`src/rtl/m0m1_share_sched.sv`:
```
// rtl/m0m1_share_sched.sv - round-robin time-share of one M0/M1 diffusion unit between F0 and F1
module m0m1_share_sched #(
  parameter logic PRIO_INIT = 1'b0
) (
  input  logic        clk,
  input  logic        rst_n,
  input  logic        f0_valid,
  input  logic [31:0] f0_data,
  output logic        f0_ready,
  input  logic        f1_valid,
  input  logic [31:0] f1_data,
  output logic        f1_ready,
  output logic [7:0]  dm_x0,
  output logic [7:0]  dm_x1,
  output logic [7:0]  dm_x2,
  output logic [7:0]  dm_x3,
  output logic        dm_sel,
  input  logic [31:0] dm_out,
  output logic        f0_res_valid,
  output logic [31:0] f0_res,
  input  logic        f0_res_ready,
  output logic        f1_res_valid,
  output logic [31:0] f1_res,
  input  logic        f1_res_ready,
  output logic        busy
);

  typedef enum logic {IDLE, ISSUE} state_t;

  state_t      state, state_nxt;
  logic [31:0] op_reg;
  logic [31:0] res0_reg, res1_reg;
  logic        sel_reg, owner, rr_ptr;
  logic        res0_vld, res1_vld;
  logic        e0, e1, grant;

  // A full result buffer blocks its requester even if it drains this same cycle.
  always_comb begin
    e0        = f0_valid && !res0_vld;
    e1        = f1_valid && !res1_vld;
    grant     = (e0 && e1) ? rr_ptr : e1;
    f0_ready  = 1'b0;
    f1_ready  = 1'b0;
    state_nxt = state;
    case (state)
      IDLE: begin
        f0_ready = e0 && !grant;
        f1_ready = e1 && grant;
        if (f0_ready || f1_ready) state_nxt = ISSUE;
      end
      ISSUE: state_nxt = IDLE;
      default: state_nxt = IDLE;
    endcase
  end

  always_ff @(posedge clk) begin
    if (!rst_n) begin
      state    <= IDLE;
      op_reg   <= 32'h0;
      sel_reg  <= 1'b0;
      owner    <= 1'b0;
      rr_ptr   <= PRIO_INIT;
      res0_reg <= 32'h0;
      res1_reg <= 32'h0;
      res0_vld <= 1'b0;
      res1_vld <= 1'b0;
    end else begin
      state <= state_nxt;
      if (f0_valid && f0_ready) begin
        op_reg  <= f0_data;
        sel_reg <= 1'b0;
        owner   <= 1'b0;
      end else if (f1_valid && f1_ready) begin
        op_reg  <= f1_data;
        sel_reg <= 1'b1;
        owner   <= 1'b1;
      end
      if (res0_vld && f0_res_ready) res0_vld <= 1'b0;
      if (res1_vld && f1_res_ready) res1_vld <= 1'b0;
      // Capture never collides with a drain: the owner's buffer was empty at grant.
      if (state == ISSUE) begin
        if (owner) begin
          res1_reg <= dm_out;
          res1_vld <= 1'b1;
        end else begin
          res0_reg <= dm_out;
          res0_vld <= 1'b1;
        end
        rr_ptr <= ~owner;
      end
    end
  end

  assign dm_x0        = op_reg[31:24];
  assign dm_x1        = op_reg[23:16];
  assign dm_x2        = op_reg[15:8];
  assign dm_x3        = op_reg[7:0];
  assign dm_sel       = sel_reg;
  assign busy         = (state == ISSUE);
  assign f0_res_valid = res0_vld;
  assign f0_res       = res0_reg;
  assign f1_res_valid = res1_vld;
  assign f1_res       = res1_reg;

endmodule

```
`config.mk`:
```
export PLATFORM = sky130hd
export DESIGN_NAME = m0m1_share_sched
export DESIGN_NICKNAME = d
export VERILOG_FILES = /design/src/rtl/m0m1_share_sched.sv
export SDC_FILE = /design/constraint.sdc
export NUM_CORES = 1
export LEC_CHECK = 0
export CELL_PAD_IN_SITES_DETAIL_PLACEMENT = 2
export CELL_PAD_IN_SITES_GLOBAL_PLACEMENT = 2
export CORE_MARGIN = 4
export CORE_UTILIZATION = 24
export CTS_BUF_LIST = sky130_fd_sc_hd__clkbuf_8
export CTS_CLUSTER_SIZE = 8
export DETAILED_ROUTE_END_ITERATION = 10
export PLACE_DENSITY_LB_ADDON = 0.1
export SETUP_SLACK_MARGIN = 0.05
export SLEW_MARGIN = 20
export SYNTH_ARGS = -nofsm -noshare
export SYNTH_HDL_FRONTEND = slang
export SYNTH_SLANG_ARGS = --single-unit
export TNS_END_PERCENT = 10
```
`constraint.sdc`:
```
create_clock -name clk -period 3.35 [get_ports clk]
set_input_delay 0.8375 -clock clk [delete_from_list [all_inputs] [get_ports clk]]
set_output_delay 0.8375 -clock clk [all_outputs]
set_load 0.02 [all_outputs]
```
Word level (Yosys, flattened, before mapping)
Index checks and enable logic that the tools add are counted.
- logic and storage cells: 41
- output and inout bits: 102
- register bits: 101
- bits of input ports: 102
- muxes and demuxes: 13
- bitwise operators: 3
- reduce and logical (&&, ||, !) cells: 17
- operators by type and width (kind ; number):
    $mux 32 ; 2
    $mux 1 ; 10
    $logic_and 1x1->1 ; 9
    $reduce_and 2->1 ; 2
    $logic_not 1->1 ; 3
    $not 1->1 ; 3
    $pmux 1 s2 ; 1
    $reduce_bool 2->1 ; 1
    $reduce_or 2->1 ; 1
    $logic_or 1x1->1 ; 1

Longest topological paths before layout
Gate-level depths: netlist (run 1).
- depth in word-level cells: 9
- depth in mapped cells: 6
- gate-level depth less buffers: 4

Least setup slack after synthesis (run 1)
OpenSTA, ideal clock, no wires.
- kind: input to output
- start point: input port f0_valid
- end point: output port f0_ready
- data required time: 2513 ps
- path slack: 880 ps
- cell stages on the path: 5
- arrival: 1633 ps
- path buffers: 2
- path through: nand2b_4 > a311o_1 > buf_6 > buf_8 > inv_1
- cells in the longest elaborated chain, start to end: 6
- ends and longest elaborated chain (what ; line ; source):
    start, declared ; 7 ; input logic f0_valid,
    $logic_and 1x1->1 * ; 39 ; e0 = f0_valid && !res0_vld;
    $logic_and 1x1->1 ; 41 ; grant = (e0 && e1) ? rr_ptr : e1;
    $mux 1 ; 41 ;
    $logic_not 1->1 ; 47 ; f0_ready = e0 && !grant;
    $logic_and 1x1->1 * ; 47 ;
    $mux 1 * ; 45 ; case (state)
    end, declared ; 9 ; output logic f0_ready,
Every way passes the cells marked *; elsewhere a longest branch is shown, timed or not.

Worst setup path in the final report (run 1)
- start point: input port f0_valid
- end point: output port f1_ready
- cells in the longest elaborated chain, start to end: 5
- ends and longest elaborated chain (what ; line ; source):
    $logic_and 1x1->1 ; 39 ;
    $logic_and 1x1->1 ; 41 ;
    $mux 1 ; 41 ;
    $logic_and 1x1->1 ; 48 ; f1_ready = e1 && grant;
    $mux 1 ; 45 ;
    end, declared ; 12 ; output logic f1_ready,
No other way between the ends.

==> impl_metrics.env, run 1 <==
export IMPL_outcome="finished, final reports clean"
export IMPL_num_vias=3645
export IMPL_path_buf_inv=2
export IMPL_finalHoldViolations=0
export IMPL_insertion_delay_ns=0.38
export IMPL_antenna_found_initial=1
export IMPL_min_period_ns=3.178
export IMPL_cpMostUsedCell="clkdlybuf4s50_1"
export IMPL_cts_tree="yes"
export IMPL_cp_required_ns=2.51
export IMPL_p_leak_nw=2.298
export IMPL_busiest_layer="met2"
export IMPL_synth_most_common_cell="nand2_1"
export IMPL_yosysSeqAreaShare=0.5176
export IMPL_fin_crit_sh=0.9487
export IMPL_synth_edf_count=0
export IMPL_reg2reg_to="f1_res[2]$_SDFFE_PN0P_"
export IMPL_grt_pass1_wl_um=21650
export IMPL_ys_flop_type="dfxtp_1"
export IMPL_die_w_um=135.6
export IMPL_post_route_util=0.3926
export IMPL_fin_setup_tns_ns=0
export IMPL_max_freq_mhz=314.6
export IMPL_crit_path_max_fanout=3
export IMPL_crit_chain="clkdlybuf4s50_1 > nand2b_4 > nor2_1 > nor3_1 > clkdlybuf4s50_1"
export IMPL_use_met1=0.1720
export IMPL_setup_viol=0
export IMPL_critPathTopFamily="buffers and inverters"
export IMPL_drc=0
export IMPL_skew_ns=0.01269
export IMPL_die_area_sq_um=18380
export IMPL_fin_nets=701
export IMPL_holdPathStages=2
export IMPL_syn_inst=412
export IMPL_reg2reg_depth=4
export IMPL_drive_above_1_share=0.04636
export IMPL_syn_area_per_cell_sq_um=9.481
export IMPL_p_comb_frac=0.228
export IMPL_power_internal_mw=1.901
export IMPL_worstSetupEndpointType="output port"
export IMPL_numPortBuffers=203
export IMPL_drt_iter0_drc=54
export IMPL_placed_area_sq_um=6072
export IMPL_r2r_start="busy$_SDFF_PP0_"
export IMPL_cts_sinks=101
export IMPL_worst_slack_ns=0.1718
export IMPL_grt_pass1_vias=4060
export IMPL_seqPwrFrac=0.495
export IMPL_vias_per_cell=4.440
export IMPL_post_cts_buffers=0
export IMPL_grt_max_degree=66
export IMPL_slew_headroom=0.4232
export IMPL_cts_path_max_buffers=2
export IMPL_final_cells=821
export IMPL_ctsResizeCount=1
export IMPL_slowest_stage="clkdlybuf4s50_1"
export IMPL_critPathKind="input port to output port"
export IMPL_dieHeight_um=135.6
export IMPL_cp_depth=5
export IMPL_h_tree_depth=3
export IMPL_seqCellArea_sq_um=2022
export IMPL_yosys_area_top_type="dfxtp_1"
export IMPL_pre_cts_ws_ns=0.01946
export IMPL_startpoint_type="input port"
export IMPL_startpoint="f0_valid"
export IMPL_synth_nets=514
export IMPL_cap_violations=0
export IMPL_start_util=0.2450
export IMPL_synth_cell_types=23
export IMPL_post_route_cell_area_sq_um=6260
export IMPL_routed_wl_um=14090
export IMPL_routabilityCongestion=0.7280
export IMPL_grt_usage=0.1508
export IMPL_post_drt_wl_per_cell_um=17.16
export IMPL_slew_viol_final=0
export IMPL_async_reset_ff_frac=0
export IMPL_holdCritPathClass="flop to flop"
export IMPL_power_density_nw_per_um2=426.6
export IMPL_row_count=46
export IMPL_netlist_area_sq_um=3906
export IMPL_yosys_warnings=0
export IMPL_ir_drop_v=0.0001932
export IMPL_r2r_slack_ns=1.60
export IMPL_placed_cells=804
export IMPL_design_core_area_sq_um=15940
export IMPL_cts_root_buf="clkbuf_8"
export IMPL_p_switching_uw=769.7
export IMPL_cp_endpoint="f1_ready"
export IMPL_synth_area_top_cells="dfxtp_1 52%, nand2_1 12%, a21boi_0 12%, mux2i_1 8.2%, o2bb2ai_1 7.2%"
export IMPL_first_pass_iters=3
export IMPL_use_met3=0.05869
export IMPL_multi_input_area_sq_um=1697
export IMPL_grt_overflow_total=0
export IMPL_fin_hold_ws_ns=0.4682
export IMPL_area_growth_syn_to_layout_pct=60.25
export IMPL_numCtsBuffers=9
export IMPL_hold_buffers=0
export IMPL_nFillCells=1759
export IMPL_ant_nets=0
export IMPL_synth_commonest_cells="130 x nand2_1, 101 x dfxtp_1, 64 x a21boi_0, 32 x mux2i_1, 32 x o2bb2ai_1"
export IMPL_rsz0062_at_grt="false"
export IMPL_p_clk_frac=0.277
export IMPL_use_met2=0.2600
export IMPL_worst_slew_pin_slew_ns=0.8633
export IMPL_ys_ff_latch=101
export IMPL_ios=204
export IMPL_hpwl_um=10510
export IMPL_cp_arrival_ns=2.34
export IMPL_clkTransAtPathRegs_ns=0.09
export IMPL_sw_frac_of_total=0.2883
export IMPL_synth_top_cell_area_share=0.5176
export IMPL_finalPower_mw=2.670
export IMPL_slowest_delay_ns=0.69
## worst min path at each step
stage	startpoint	end	slack (ns)
detailed placement	op_reg[22]$_SDFFE_PN0P_	op_reg[22]$_SDFFE_PN0P_	0.45
global route	op_reg[2]$_SDFFE_PN0P_	op_reg[2]$_SDFFE_PN0P_	0.49
floorplan	rr_ptr$_SDFFE_PN0P_	rr_ptr$_SDFFE_PN0P_	0.50
CTS	f0_res[8]$_SDFFE_PN0P_	f0_res[8]$_SDFFE_PN0P_	0.48
global placement	op_reg[28]$_SDFFE_PN0P_	op_reg[28]$_SDFFE_PN0P_	0.44
finish	f0_res[8]$_SDFFE_PN0P_	f0_res[8]$_SDFFE_PN0P_	0.47
## layout make-up
| cell class | count | area share |
|---|---|---|
| Timing Repair Buffer | 209 | 0.3308 |
| Sequential cell | 101 | 0.3230 |
| Multi-Input combinational cell | 275 | 0.2710 |
| Tap cell | 216 | 0.04317 |
| Clock buffer | 11 | 0.02419 |
| Clock inverter | 5 | 0.005597 |
| Inverter | 3 | 0.001799 |
| Antenna cell | 1 | 0.0003998 |
## cell usage in the layout (no fill, tap or decap), types with 3 or more instances in the layout
| master | instances |
|---|---|
| inv_1 | 3 |
| clkbuf_8 | 11 |
| nand2_1 | 130 |
| a21boi_0 | 64 |
| mux2i_1 | 32 |
| clkdlybuf4s50_1 | 201 |
| dfxtp_1 | 101 |
| o2bb2ai_1 | 32 |
| buf_4 | 6 |
## layer usage
metal	share of wire	vias up
met5	0	-
met4	0.020	0
met3	0.068	16
met2	0.50	109
met1	0.41	1765
li1	-	1755
## tightest hold or removal path: stages (launching register included)
cell and delay [ns]:
dfxtp_1 0.32, nand2_1 0.05, a21boi_0 0.06
## logic make-up after synthesis
logic type	Yosys count	share of synthesized area
AND/OR/NAND/NOR	141	0.1432
multiplexers	32	0.08200
flip-flops	101	0.5176
buffers and inverters	36	0.05157
AO/OA/AOI/OAI	102	0.2056
## power groups by stage
stage	registers, mW	logic [mW]	clock network, mW
finish	1.32	0.608	0.741
floorplan	1.43	0.199	0
global placement	1.35	0.609	0
detailed placement	1.35	0.622	0
global route	1.33	0.653	0.839
CTS	1.32	0.624	0.792
(Power assumes the default switching activity.)
==> inputs of run 2 (changes only) <==
--- a/config.mk
+++ b/config.mk
@@ -12,6 +12,7 @@
 export CTS_BUF_LIST = sky130_fd_sc_hd__clkbuf_8
 export CTS_CLUSTER_SIZE = 8
 export DETAILED_ROUTE_END_ITERATION = 10
+export MAX_ROUTING_LAYER = met4
 export PLACE_DENSITY_LB_ADDON = 0.1
 export SETUP_SLACK_MARGIN = 0.05
 export SLEW_MARGIN = 20
==> run 2 against run 1 <==
Against the previous run:
- maximum frequency fell by 0.19%
- clock power about the same
- first-iteration DRC count increased by 7.4%
- sequential cell count stayed put
- design area stayed put
- power about the same
- via count stayed put
- register-to-register slack is essentially flat
- sequential share of layout area unchanged
- routed wire length barely moved
==> impl_metrics.env, run 2 (synthesis gave the netlist of run 1 again) <==
export IMPL_ir_drop_v=0.0001933
export IMPL_start_util=0.2450
export IMPL_numCtsBuffers=9
export IMPL_grt_overflow_total=0
export IMPL_grt_usage=0.1552
export IMPL_nFillCells=1759
export IMPL_die_area_sq_um=18380
export IMPL_holdCritPathClass="flop to flop"
export IMPL_design_core_area_sq_um=15940
export IMPL_post_route_cell_area_sq_um=6260
export IMPL_layout_commonest_cell="clkdlybuf4s50_1"
export IMPL_startpoint="f0_valid"
export IMPL_cts_tree="yes"
export IMPL_dieHeight_um=135.6
export IMPL_row_count=46
export IMPL_cts_root_buf="clkbuf_8"
export IMPL_die_w_um=135.6
export IMPL_rsz0062_at_grt="false"
export IMPL_fin_crit_sh=0.9506
export IMPL_p_leak_nw=2.298
export IMPL_placed_area_sq_um=6072
export IMPL_slowest_stage="clkdlybuf4s50_1"
export IMPL_num_vias=3645
export IMPL_reg2reg_to="f1_res[2]$_SDFFE_PN0P_"
export IMPL_cap_violations=0
export IMPL_crit_path_max_fanout=3
export IMPL_routed_wl_um=14090
export IMPL_hpwl_um=10510
export IMPL_slew_viol_final=0
export IMPL_finalHoldViolations=0
export IMPL_cp_arrival_ns=2.35
export IMPL_h_tree_depth=3
export IMPL_first_pass_iters=4
export IMPL_min_period_ns=3.184
export IMPL_skew_ns=0.01256
export IMPL_max_freq_mhz=314.0
export IMPL_cpMostUsedCell="clkdlybuf4s50_1"
export IMPL_worstSetupEndpointType="output port"
export IMPL_drt_iter0_drc=58
export IMPL_final_cell_mix="201 x clkdlybuf4s50_1, 130 x nand2_1, 101 x dfxtp_1, 64 x a21boi_0"
export IMPL_reg2reg_depth=4
export IMPL_worst_slew_pin_slew_ns=0.8658
export IMPL_numPortBuffers=203
export IMPL_area_growth_syn_to_layout_pct=60.25
export IMPL_fin_setup_tns_ns=0
export IMPL_power_density_nw_per_um2=426.6
export IMPL_fin_nets=701
export IMPL_grt_max_degree=66
export IMPL_crit_chain="clkdlybuf4s50_1 > nand2b_4 > nor2_1 > nor3_1 > clkdlybuf4s50_1"
export IMPL_pre_cts_ws_ns=0.01946
export IMPL_routabilityCongestion=0.7367
export IMPL_grt_pass1_vias=4074
export IMPL_insertion_delay_ns=0.37
export IMPL_antenna_found_initial=1
export IMPL_critPathKind="input port to output port"
export IMPL_slew_headroom=0.4216
export IMPL_post_route_util=0.3926
export IMPL_grt_pass1_wl_um=21600
export IMPL_r2r_start="busy$_SDFF_PP0_"
export IMPL_r2r_slack_ns=1.60
export IMPL_slowest_delay_ns=0.69
export IMPL_cp_endpoint="f1_ready"
export IMPL_startpoint_type="input port"
export IMPL_vias_per_cell=4.440
export IMPL_post_drt_wl_per_cell_um=17.16
export IMPL_drive_above_1_share=0.04636
export IMPL_worst_slack_ns=0.1656
export IMPL_cts_sinks=101
export IMPL_ant_nets=0
export IMPL_clkTransAtPathRegs_ns=0.09
export IMPL_outcome="finished, final reports clean"
export IMPL_cp_required_ns=2.51
export IMPL_drc=0
export IMPL_ios=204
export IMPL_setup_viol=0
export IMPL_post_cts_buffers=0
export IMPL_cts_path_max_buffers=2
export IMPL_finalPower_mw=2.671
==> run 2: metrics by stage <==
stage | hold WS, ns | cells
6_report | 0.4683 | 821
2_1_floorplan | 0.5006 | 412
5_1_grt | 0.4908 | 821
3_5_place_dp | 0.4463 | 804
3_3_place_gp | 0.4426 | 804
4_1_cts | 0.4766 | 820
==> run 2: critical path: cells and delay by family <==
| family | cells | cell delay [ns] |
|---|---|---|
| buffers and inverters | 2 | 1.13 |
| and+or+nand+nor | 3 | 0.38 |
==> run 2: where the power goes <==
group | total, mW | switching (mW) | leakage, nW | internal, mW
Sequential | 1.32 | 0.0447 | 0.825 | 1.28
Combinational | 0.608 | 0.295 | 1.38 | 0.313
Clock | 0.741 | 0.430 | 0.0953 | 0.311
==> run 2: final cells by class <==
type / count / area [sq um] / area share
clock buffers: 11 / 151.4 / 0.02419
well taps: 216 / 270.3 / 0.04317
multi-input cells: 275 / 1697 / 0.2710
diodes: 1 / 2.502 / 0.0003998
inverters: 3 / 11.26 / 0.001799
repair buffers: 209 / 2071 / 0.3308
flip-flops and latches: 101 / 2022 / 0.3230
clock inverters: 5 / 35.03 / 0.005597
==> run 2: worst min-delay path by stage <==
stage                                  startpoint                      end  slack (ns)  cells after the start
final                      f0_res[8]$_SDFFE_PN0P_   f0_res[8]$_SDFFE_PN0P_        0.47                      2
after global placement    op_reg[28]$_SDFFE_PN0P_  op_reg[28]$_SDFFE_PN0P_        0.44                      1
after floorplan               rr_ptr$_SDFFE_PN0P_      rr_ptr$_SDFFE_PN0P_        0.50                      2
after global routing       op_reg[2]$_SDFFE_PN0P_   op_reg[2]$_SDFFE_PN0P_        0.49                      1
after detailed placement  op_reg[22]$_SDFFE_PN0P_  op_reg[22]$_SDFFE_PN0P_        0.45                      1
after CTS                  f0_res[8]$_SDFFE_PN0P_   f0_res[8]$_SDFFE_PN0P_        0.48                      2
==> run 2: metal layers <==
layer / part of all wire / routed length (um) / vias to the layer above / track usage
li1: - / - / 1756 / -
met1: 0.41 / 5820 / 1766 / 0.1718
met2: 0.50 / 7079 / 109 / 0.2608
met3: 0.067 / 946 / 14 / 0.05832
met4: 0.017 / 242 / 0 / 0.04703
met5: 0 / 0 / - / -
==> run 2: what timing repair did <==
action,in CTS,in global routing
hold buffers,0,0
endpoints found under the setup margin,1,0
resized for setup,1,0
